==> src/rtl/psr_writeback_stage_pkg.sv <==
`default_nettype none
// ============================================================================
//  Module      : psr_writeback_stage_pkg
//  Description : Shared definitions for the ALU writeback stage and the
//                branch unit: PSR bit positions, condition-code encodings,
//                per-opcode flag-update masks and the masked PSR merge.
//  Revision    : 1.0 - initial release
// ============================================================================
package psr_writeback_stage_pkg;

    // PSR layout, LSB first: C F L Z N
    localparam int PSR_W = 5;
    localparam int PSR_C = 0;
    localparam int PSR_F = 1;
    localparam int PSR_L = 2;
    localparam int PSR_Z = 3;
    localparam int PSR_N = 4;

    // Branch condition selectors
    typedef enum logic [3:0] {
        COND_EQ = 4'h0,
        COND_NE = 4'h1,
        COND_CS = 4'h2,
        COND_CC = 4'h3,
        COND_HI = 4'h4,
        COND_LS = 4'h5,
        COND_GT = 4'h6,
        COND_LE = 4'h7,
        COND_FS = 4'h8,
        COND_FC = 4'h9,
        COND_LO = 4'hA,
        COND_HS = 4'hB,
        COND_LT = 4'hC,
        COND_GE = 4'hD,
        COND_UC = 4'hE,
        COND_NV = 4'hF
    } cond_e;

    // Flags written by each opcode class; flags outside the mask keep
    // their previous architectural value.
    localparam logic [PSR_W-1:0] FMASK_ADD   = (5'b1 << PSR_C) | (5'b1 << PSR_F);
    localparam logic [PSR_W-1:0] FMASK_SUB   = (5'b1 << PSR_C) | (5'b1 << PSR_F)
                                             | (5'b1 << PSR_L);
    localparam logic [PSR_W-1:0] FMASK_CMP   = (5'b1 << PSR_Z) | (5'b1 << PSR_N)
                                             | (5'b1 << PSR_L);
    localparam logic [PSR_W-1:0] FMASK_LOGIC = 5'b00000;

    // Replace only the masked flags of the old PSR with the new ones.
    function automatic logic [PSR_W-1:0] psr_merge(
        input logic [PSR_W-1:0] old_psr,
        input logic [PSR_W-1:0] new_flags,
        input logic [PSR_W-1:0] mask
    );
        return (old_psr & ~mask) | (new_flags & mask);
    endfunction

endpackage : psr_writeback_stage_pkg
`default_nettype wire

==> src/rtl/psr_writeback_stage_if.sv <==
`default_nettype none
// ============================================================================
//  Module      : psr_writeback_stage_if
//  Description : Signal bundle around the writeback stage.
//                  in_*      : ALU -> stage valid/ready input
//                  out_*     : stage -> register-file write port
//                  psr_wr_*  : explicit PSR load (LPR)
//                  psr       : architectural PSR
//                  cond_*    : branch condition query
//                master = surrounding pipeline/controller, slave = stage.
//  Revision    : 1.0 - initial release
// ============================================================================
interface psr_writeback_stage_if #(
    parameter int WIDTH   = 16,
    parameter int REGADDR = 4
);
    import psr_writeback_stage_pkg::*;

    logic                 in_valid;
    logic                 in_ready;
    logic [WIDTH-1:0]     in_result;
    logic [PSR_W-1:0]     in_psr;
    logic [PSR_W-1:0]     in_flag_mask;
    logic [REGADDR-1:0]   in_dest;
    logic                 in_wb_en;

    logic                 out_valid;
    logic                 out_ready;
    logic [WIDTH-1:0]     out_result;
    logic [REGADDR-1:0]   out_dest;
    logic                 out_wb_en;

    logic                 psr_wr_en;
    logic [PSR_W-1:0]     psr_wr_data;
    logic [PSR_W-1:0]     psr;

    logic [3:0]           cond_code;
    logic                 cond_true;

    modport master (
        output in_valid, in_result, in_psr, in_flag_mask, in_dest, in_wb_en,
        input  in_ready,
        input  out_valid, out_result, out_dest, out_wb_en,
        output out_ready,
        output psr_wr_en, psr_wr_data,
        input  psr,
        output cond_code,
        input  cond_true
    );

    modport slave (
        input  in_valid, in_result, in_psr, in_flag_mask, in_dest, in_wb_en,
        output in_ready,
        output out_valid, out_result, out_dest, out_wb_en,
        input  out_ready,
        input  psr_wr_en, psr_wr_data,
        output psr,
        input  cond_code,
        output cond_true
    );

endinterface : psr_writeback_stage_if
`default_nettype wire

==> src/rtl/psr_writeback_stage_cond_eval.sv <==
`default_nettype none
// ============================================================================
//  Module      : psr_writeback_stage_cond_eval
//  Description : Purely combinational branch condition decoder.
//  Ports       : i_psr       - PSR {N,Z,L,F,C}
//                i_cond_code - 4-bit condition selector
//                o_cond_true - condition holds for i_psr
//  Revision    : 1.0 - initial release
// ============================================================================
module psr_writeback_stage_cond_eval
    import psr_writeback_stage_pkg::*;
(
    input  wire logic [PSR_W-1:0] i_psr,
    input  wire logic [3:0]       i_cond_code,
    output logic                  o_cond_true
);

    logic w_c;
    logic w_f;
    logic w_l;
    logic w_z;
    logic w_n;

    assign w_c = i_psr[PSR_C];
    assign w_f = i_psr[PSR_F];
    assign w_l = i_psr[PSR_L];
    assign w_z = i_psr[PSR_Z];
    assign w_n = i_psr[PSR_N];

    always_comb begin
        o_cond_true = 1'b0;
        case (cond_e'(i_cond_code))
            COND_EQ: o_cond_true = w_z;
            COND_NE: o_cond_true = !w_z;
            COND_CS: o_cond_true = w_c;
            COND_CC: o_cond_true = !w_c;
            COND_HI: o_cond_true = w_l;
            COND_LS: o_cond_true = !w_l;
            COND_GT: o_cond_true = w_n;
            COND_LE: o_cond_true = !w_n;
            COND_FS: o_cond_true = w_f;
            COND_FC: o_cond_true = !w_f;
            COND_LO: o_cond_true = !w_l && !w_z;
            COND_HS: o_cond_true = w_l || w_z;
            COND_LT: o_cond_true = !w_n && !w_z;
            COND_GE: o_cond_true = w_n || w_z;
            COND_UC: o_cond_true = 1'b1;
            COND_NV: o_cond_true = 1'b0;
            default: o_cond_true = 1'b0;
        endcase
    end

endmodule : psr_writeback_stage_cond_eval
`default_nettype wire

==> src/rtl/psr_writeback_stage.sv <==
`default_nettype none
// ============================================================================
//  Module      : psr_writeback_stage
//  Description : Writeback stage after the 16-bit ALU. Holds one result
//                entry behind a valid/ready handshake, maintains the
//                architectural PSR with per-instruction flag masks and
//                answers branch condition queries against the committed PSR.
//  Ports       : clk   - rising-edge clock
//                reset - asynchronous active-high reset
//                bus   - psr_writeback_stage_if.slave (handshake, PSR,
//                        explicit PSR load, condition query)
//  Revision    : 1.0 - initial release
// ============================================================================
module psr_writeback_stage
    import psr_writeback_stage_pkg::*;
#(
    parameter int WIDTH   = 16,
    parameter int REGADDR = 4
) (
    input  wire logic              clk,
    input  wire logic              reset,
    psr_writeback_stage_if.slave   bus
);

    logic                 r_out_valid;
    logic [WIDTH-1:0]     r_out_result;
    logic [REGADDR-1:0]   r_out_dest;
    logic                 r_out_wb_en;
    logic [PSR_W-1:0]     r_psr;

    logic                 w_in_ready;
    logic                 w_accept;
    logic                 w_drain;
    logic [PSR_W-1:0]     w_psr_merged;

    // Ready depends only on the registered valid and the downstream ready,
    // so there is never a path from in_valid back to in_ready.
    assign w_in_ready   = !r_out_valid || bus.out_ready;
    assign w_accept     = bus.in_valid && w_in_ready;
    assign w_drain      = r_out_valid && bus.out_ready;
    assign w_psr_merged = psr_merge(r_psr, bus.in_psr, bus.in_flag_mask);

    // Output entry register. Data fields are only loaded on accept so that
    // in_* values presented with in_valid=0 never propagate.
    always_ff @(posedge clk or posedge reset) begin
        if (reset) begin
            r_out_valid  <= 1'b0;
            r_out_result <= '0;
            r_out_dest   <= '0;
            r_out_wb_en  <= 1'b0;
        end else begin
            if (w_accept) begin
                r_out_valid  <= 1'b1;
                r_out_result <= bus.in_result;
                r_out_dest   <= bus.in_dest;
                r_out_wb_en  <= bus.in_wb_en;
            end else if (w_drain) begin
                r_out_valid  <= 1'b0;
            end
        end
    end

    // Architectural PSR. An explicit load overrides a masked update
    // arriving in the same cycle.
    always_ff @(posedge clk or posedge reset) begin
        if (reset) begin
            r_psr <= '0;
        end else if (bus.psr_wr_en) begin
            r_psr <= bus.psr_wr_data;
        end else if (w_accept) begin
            r_psr <= w_psr_merged;
        end
    end

    // Conditions use the committed PSR, so a branch in the same cycle as a
    // flag-setting accept still sees the old flags.
    psr_writeback_stage_cond_eval u_cond_eval (
        .i_psr       (r_psr),
        .i_cond_code (bus.cond_code),
        .o_cond_true (bus.cond_true)
    );

    assign bus.in_ready   = w_in_ready;
    assign bus.out_valid  = r_out_valid;
    assign bus.out_result = r_out_result;
    assign bus.out_dest   = r_out_dest;
    assign bus.out_wb_en  = r_out_wb_en;
    assign bus.psr        = r_psr;

endmodule : psr_writeback_stage
`default_nettype wire

==> src/flat_wrapper.sv <==
// flat-port wrapper written by rule: the top's interface ports become plain ports
module psr_writeback_stage_flat import psr_writeback_stage_pkg::*;
#(
    parameter int WIDTH   = 16,
    parameter int REGADDR = 4
)
  (clk, reset, bus_in_valid, bus_in_result, bus_in_psr, bus_in_flag_mask, bus_in_dest, bus_in_wb_en, bus_in_ready, bus_out_valid, bus_out_result, bus_out_dest, bus_out_wb_en, bus_out_ready, bus_psr_wr_en, bus_psr_wr_data, bus_psr, bus_cond_code, bus_cond_true);
  psr_writeback_stage_if #(.WIDTH(WIDTH), .REGADDR(REGADDR)) bus_i ();
  input  wire logic clk;
  input  wire logic reset;
  input wire logic [$bits(bus_i.in_valid)-1:0] bus_in_valid;
  input wire logic [$bits(bus_i.in_result)-1:0] bus_in_result;
  input wire logic [$bits(bus_i.in_psr)-1:0] bus_in_psr;
  input wire logic [$bits(bus_i.in_flag_mask)-1:0] bus_in_flag_mask;
  input wire logic [$bits(bus_i.in_dest)-1:0] bus_in_dest;
  input wire logic [$bits(bus_i.in_wb_en)-1:0] bus_in_wb_en;
  output wire logic [$bits(bus_i.in_ready)-1:0] bus_in_ready;
  output wire logic [$bits(bus_i.out_valid)-1:0] bus_out_valid;
  output wire logic [$bits(bus_i.out_result)-1:0] bus_out_result;
  output wire logic [$bits(bus_i.out_dest)-1:0] bus_out_dest;
  output wire logic [$bits(bus_i.out_wb_en)-1:0] bus_out_wb_en;
  input wire logic [$bits(bus_i.out_ready)-1:0] bus_out_ready;
  input wire logic [$bits(bus_i.psr_wr_en)-1:0] bus_psr_wr_en;
  input wire logic [$bits(bus_i.psr_wr_data)-1:0] bus_psr_wr_data;
  output wire logic [$bits(bus_i.psr)-1:0] bus_psr;
  input wire logic [$bits(bus_i.cond_code)-1:0] bus_cond_code;
  output wire logic [$bits(bus_i.cond_true)-1:0] bus_cond_true;
  assign bus_i.in_valid = bus_in_valid;
  assign bus_i.in_result = bus_in_result;
  assign bus_i.in_psr = bus_in_psr;
  assign bus_i.in_flag_mask = bus_in_flag_mask;
  assign bus_i.in_dest = bus_in_dest;
  assign bus_i.in_wb_en = bus_in_wb_en;
  assign bus_in_ready = bus_i.in_ready;
  assign bus_out_valid = bus_i.out_valid;
  assign bus_out_result = bus_i.out_result;
  assign bus_out_dest = bus_i.out_dest;
  assign bus_out_wb_en = bus_i.out_wb_en;
  assign bus_i.out_ready = bus_out_ready;
  assign bus_i.psr_wr_en = bus_psr_wr_en;
  assign bus_i.psr_wr_data = bus_psr_wr_data;
  assign bus_psr = bus_i.psr;
  assign bus_i.cond_code = bus_cond_code;
  assign bus_cond_true = bus_i.cond_true;
  psr_writeback_stage #(.WIDTH(WIDTH), .REGADDR(REGADDR)) u_core (.clk(clk), .reset(reset), .bus(bus_i));
endmodule
==> config.mk <==
export PLATFORM = sky130hd
export DESIGN_NAME = psr_writeback_stage_flat
export DESIGN_NICKNAME = d
export VERILOG_FILES = /design/src/rtl/psr_writeback_stage_pkg.sv /design/src/rtl/psr_writeback_stage_if.sv /design/src/rtl/psr_writeback_stage_cond_eval.sv /design/src/rtl/psr_writeback_stage.sv /design/src/flat_wrapper.sv
export SDC_FILE = /design/constraint.sdc
export NUM_CORES = 1
export LEC_CHECK = 0
export ABC_AREA = 1
export CAP_MARGIN = 10
export CORE_MARGIN = 8
export CORE_UTILIZATION = 36
export CTS_CLUSTER_SIZE = 16
export DETAILED_ROUTE_END_ITERATION = 8
export GPL_ROUTABILITY_DRIVEN = 0
export PLACE_DENSITY = 0.85
export SYNTH_ARGS = -nofsm -noshare
export SYNTH_HDL_FRONTEND = slang
export SYNTH_HIERARCHICAL = 1
export SYNTH_SLANG_ARGS = --single-unit
==> constraint.sdc <==
create_clock -name clk -period 1 [get_ports clk]
set_input_delay 0.2 -clock clk [delete_from_list [all_inputs] [get_ports clk]]
set_output_delay 0.2 -clock clk [all_outputs]
set_load 0.01 [all_outputs]
==> impl_metrics.py <==
metrics = {
    "detailed_routing": {
        "ant_nets": 0,
        "route.vias.total": 1758,
        "drt_iter0_drc": 54,
        "drc": 0,
        "drt_first_pass_iters": 5,
        "totalWireLength_um": 5400,
        "wl_per_cell_um": 14.9,
        "routed_via_density": 4.84,
    },
    "cts": {
        "htreeDepth": 1,
        "cts_max_path_buffers": 2,
        "cts_root_buffer": "clkbuf_8",
        "cts_hold_buf": 0,
        "clkTransAtPathRegs_ns": 0.09,
        "cts_tree": "yes",
        "clk_latency_ns": 0.28,
        "cts-buffers-inserted": 3,
        "cts_sinks": 27,
    },
    "power": {
        "vdd.ir_drop.worst_mv": 0.912,
        "p_leak_nw": 1.47,
        "p_per_area_nw_per_um2": 1210,
    },
    "floorplanning": {
        "fp.coreArea_um2": 4000,
        "start_util_pct": 37.1,
        "rows": 23,
        "dieArea_um2": 6440,
        "die_w_um": 80.2,
        "die_h_um": 80.2,
        "io_pins": 74,
    },
    "global_routing": {
        "grtUsageTotal_pct": 16.4,
        "grt_max_degree": 28,
        "grt_pass1_wl_um": 8360,
        "antenna_found_initial": 0,
        "grt_pass1_vias": 1742,
        "grt-ovfl-total": 0,
    },
    "run_status": {
        "violations": "setup timing",
        "outcome": "finished with violations",
    },
    "timing": {
        "fin_skew_ns": 0.000883,
        "period_needed_ns": 1.60,
        "tns_ns": -6.12,
        "setup_viol": 53,
        "finalCritPeriodShare_pct": 160,
        "fin_hold_ws_ns": 0.241,
        "slew_headroom_pct": 79.2,
        "slew_viol_final": 0,
        "timing.final.ws_setup_ns": -0.596,
        "tightest_slew_ns": 0.312,
        "max_freq_mhz": 627,
        "finalHoldViolations": 0,
        "rsz0062_at_grt": "yes",
    },
    "placed_design": {
        "post-place-cells": 327,
        "numPortBuffers": 73,
        "hpwlAfterDp_um": 3470,
        "dpl_cell_area_um2": 2320,
    },
    "logic_synthesis": {
        "synth-adder-area-share_pct": 0,
        "netlist_area_um2": 1490,
        "yosysTopAreaCell": "dfrtp_1",
        "synth_compound_area_share_pct": 0,
        "yosysUniqueCellTypes": 13,
        "yosys_warnings": 6,
        "syn_nets": 242,
        "synthCells": 197,
        "synth.area.top_cells": "dfrtp_1 (45%), nand2_1 (22%), nand3_1 (13%)",
        "synth_top_family_by_area": "simple AND/OR/NAND/NOR gates",
        "syn_avg_cell_area_um2": 7.54,
        "synth_mux_area_share_pct": 0,
        "synth_seq_area_share_pct": 45.5,
        "ys_ff_latch": 27,
        "yosys.area_share.simple_pct": 45.4,
        "synth_top_area_share_pct": 45.5,
        "synth_xor_area_share_pct": 0,
    },
    "cells_and_area": {
        "instances_no_fill": 363,
        "diodes": 0,
        "fill_cells": 289,
        "syn_to_final_growth_pct": 91.7,
        "final_util_pct": 71.2,
        "postLayoutCellArea_um2": 2850,
        "nets": 359,
        "drive_above_1_share_pct": 44.1,
    },
    "setup_path": {
        "critPathLaunchType": "register",
        "worstRegToRegCells": 7,
        "cp_max_fo": 3,
        "worst-setup-path-type": "reg -> out",
        "end_kind": "output port",
        "worstPathArrival_ns": 1.40,
        "reg2reg_setup_slack_ns": -0.17,
        "worstPathRequired_ns": 0.80,
    },
    "hold_path": {
        "hold_class": "in -> async",
    },
    "flow_run": {
        "drv_cap": 0,
    },
}
==> cells in the mapped netlist <==
| cell type | count |
|---|---|
| nand2_2 | 2 |
| buf_6 | 4 |
| nand3b_1 | 1 |
| inv_2 | 2 |
| buf_4 | 4 |
| nand3_2 | 8 |
| nor2_4 | 1 |
| nand3_1 | 39 |
| nor2_1 | 11 |
| dfrtp_1 | 27 |
| nand2_1 | 87 |
| inv_1 | 10 |
| buf_8 | 1 |
==> where the power goes <==
group / switching [mW] / total [mW] / internal [mW]
Sequential: 0.102 / 1.34 / 1.23
Clock: 0.344 / 0.631 / 0.286
Combinational: 0.640 / 1.47 / 0.831
Total: 1.09 / 3.44 / 2.35
==> path summary, 6_finish.rpt <==
path	start	endpoint
worst min-delay path	reset	u_core/bus.out_result[9]$_DFFE_PP0P_
max in group asynchronous	reset	async pin
worst min register to register	u_core/bus.out_result[15]$_DFFE_PP0P_	u_core/bus.out_result[15]$_DFFE_PP0P_
min in group clk	bus_in_result[4]	u_core/bus.out_result[4]$_DFFE_PP0P_
worst max register to register	u_core/bus.out_valid$_DFFE_PP0P_	u_core/bus.out_dest[2]$_DFFE_PP0P_
worst max-delay path	register	bus_cond_true
==> cell families (layout without fill, tap and decap cells) <==
group	after synthesis	count (layout)
and+or+nand+nor	149	149
DFF	27	27
buffers and inverters	21	137
==> routing by layer <==
metal | up-vias | part of all wire (%) | GRT usage (%) | wire length (um)
li1 | 852 | - | - | -
met1 | 834 | 37 | 17.8 | 1990
met5 | - | 0 | 0 | 0
met4 | 0 | 1.1 | 4.91 | 59
met2 | 67 | 51 | 27.7 | 2780
met3 | 5 | 11 | 7.81 | 573
==> per-stage QoR <==
stage	setup WS [ns]	total power, mW
CTS	-0.625	3.20
global placement	-1.13	2.39
finish	-0.596	3.44
global route	-0.742	3.64
detailed placement	-1.16	2.41
floorplan	-0.145	1.78
==> worst max-delay path, stage by stage (launching register included) <==
cell and delay, ns:
dfrtp_1 0.42, inv_2 0.07, nand2_1 0.04, nand2_1 0.06, nor2_1 0.05, nor2_1 0.11, nand3_1 0.10, nor2_2 0.10
nor2_2 0.03, buf_2 0.13
==> cell type report <==
type	count	area [um^2]	share of cell area [%]
Sequential cell	27	676	23.7
Multi-Input combinational cell	149	866	30.4
Tap cell	50	62.6	2.20
Timing Repair Buffer	121	1150	40.5
Inverter	12	45.0	1.58
Clock buffer	4	45.0	1.58
==> what timing repair did <==
| item | in CTS | in global routing |
|---|---|---|
| setup buffers | 12 | 23 |
| endpoints found under the setup margin | 56 | 56 |
| cloned | 2 | 0 |
| pin swaps | 10 | 8 |
| resized for setup | 187 | 29 |
| endpoints found under the hold margin | 0 | 0 |
==> layout by cell type, fill, tap and decap left out, types with 9 or more instances in the layout <==
master           netlist  layout
buf_2                  0      12
buf_4                  4      29
buf_6                  4      32
clkdlybuf4s50_1        0      39
dfrtp_1               27      27
inv_1                 10       9
nand2_1               87      58
nand2_2                2      27
nand3_1               39      30
nand3_2                8      13
No activity file was read; power rests on OpenSTA's default activity.
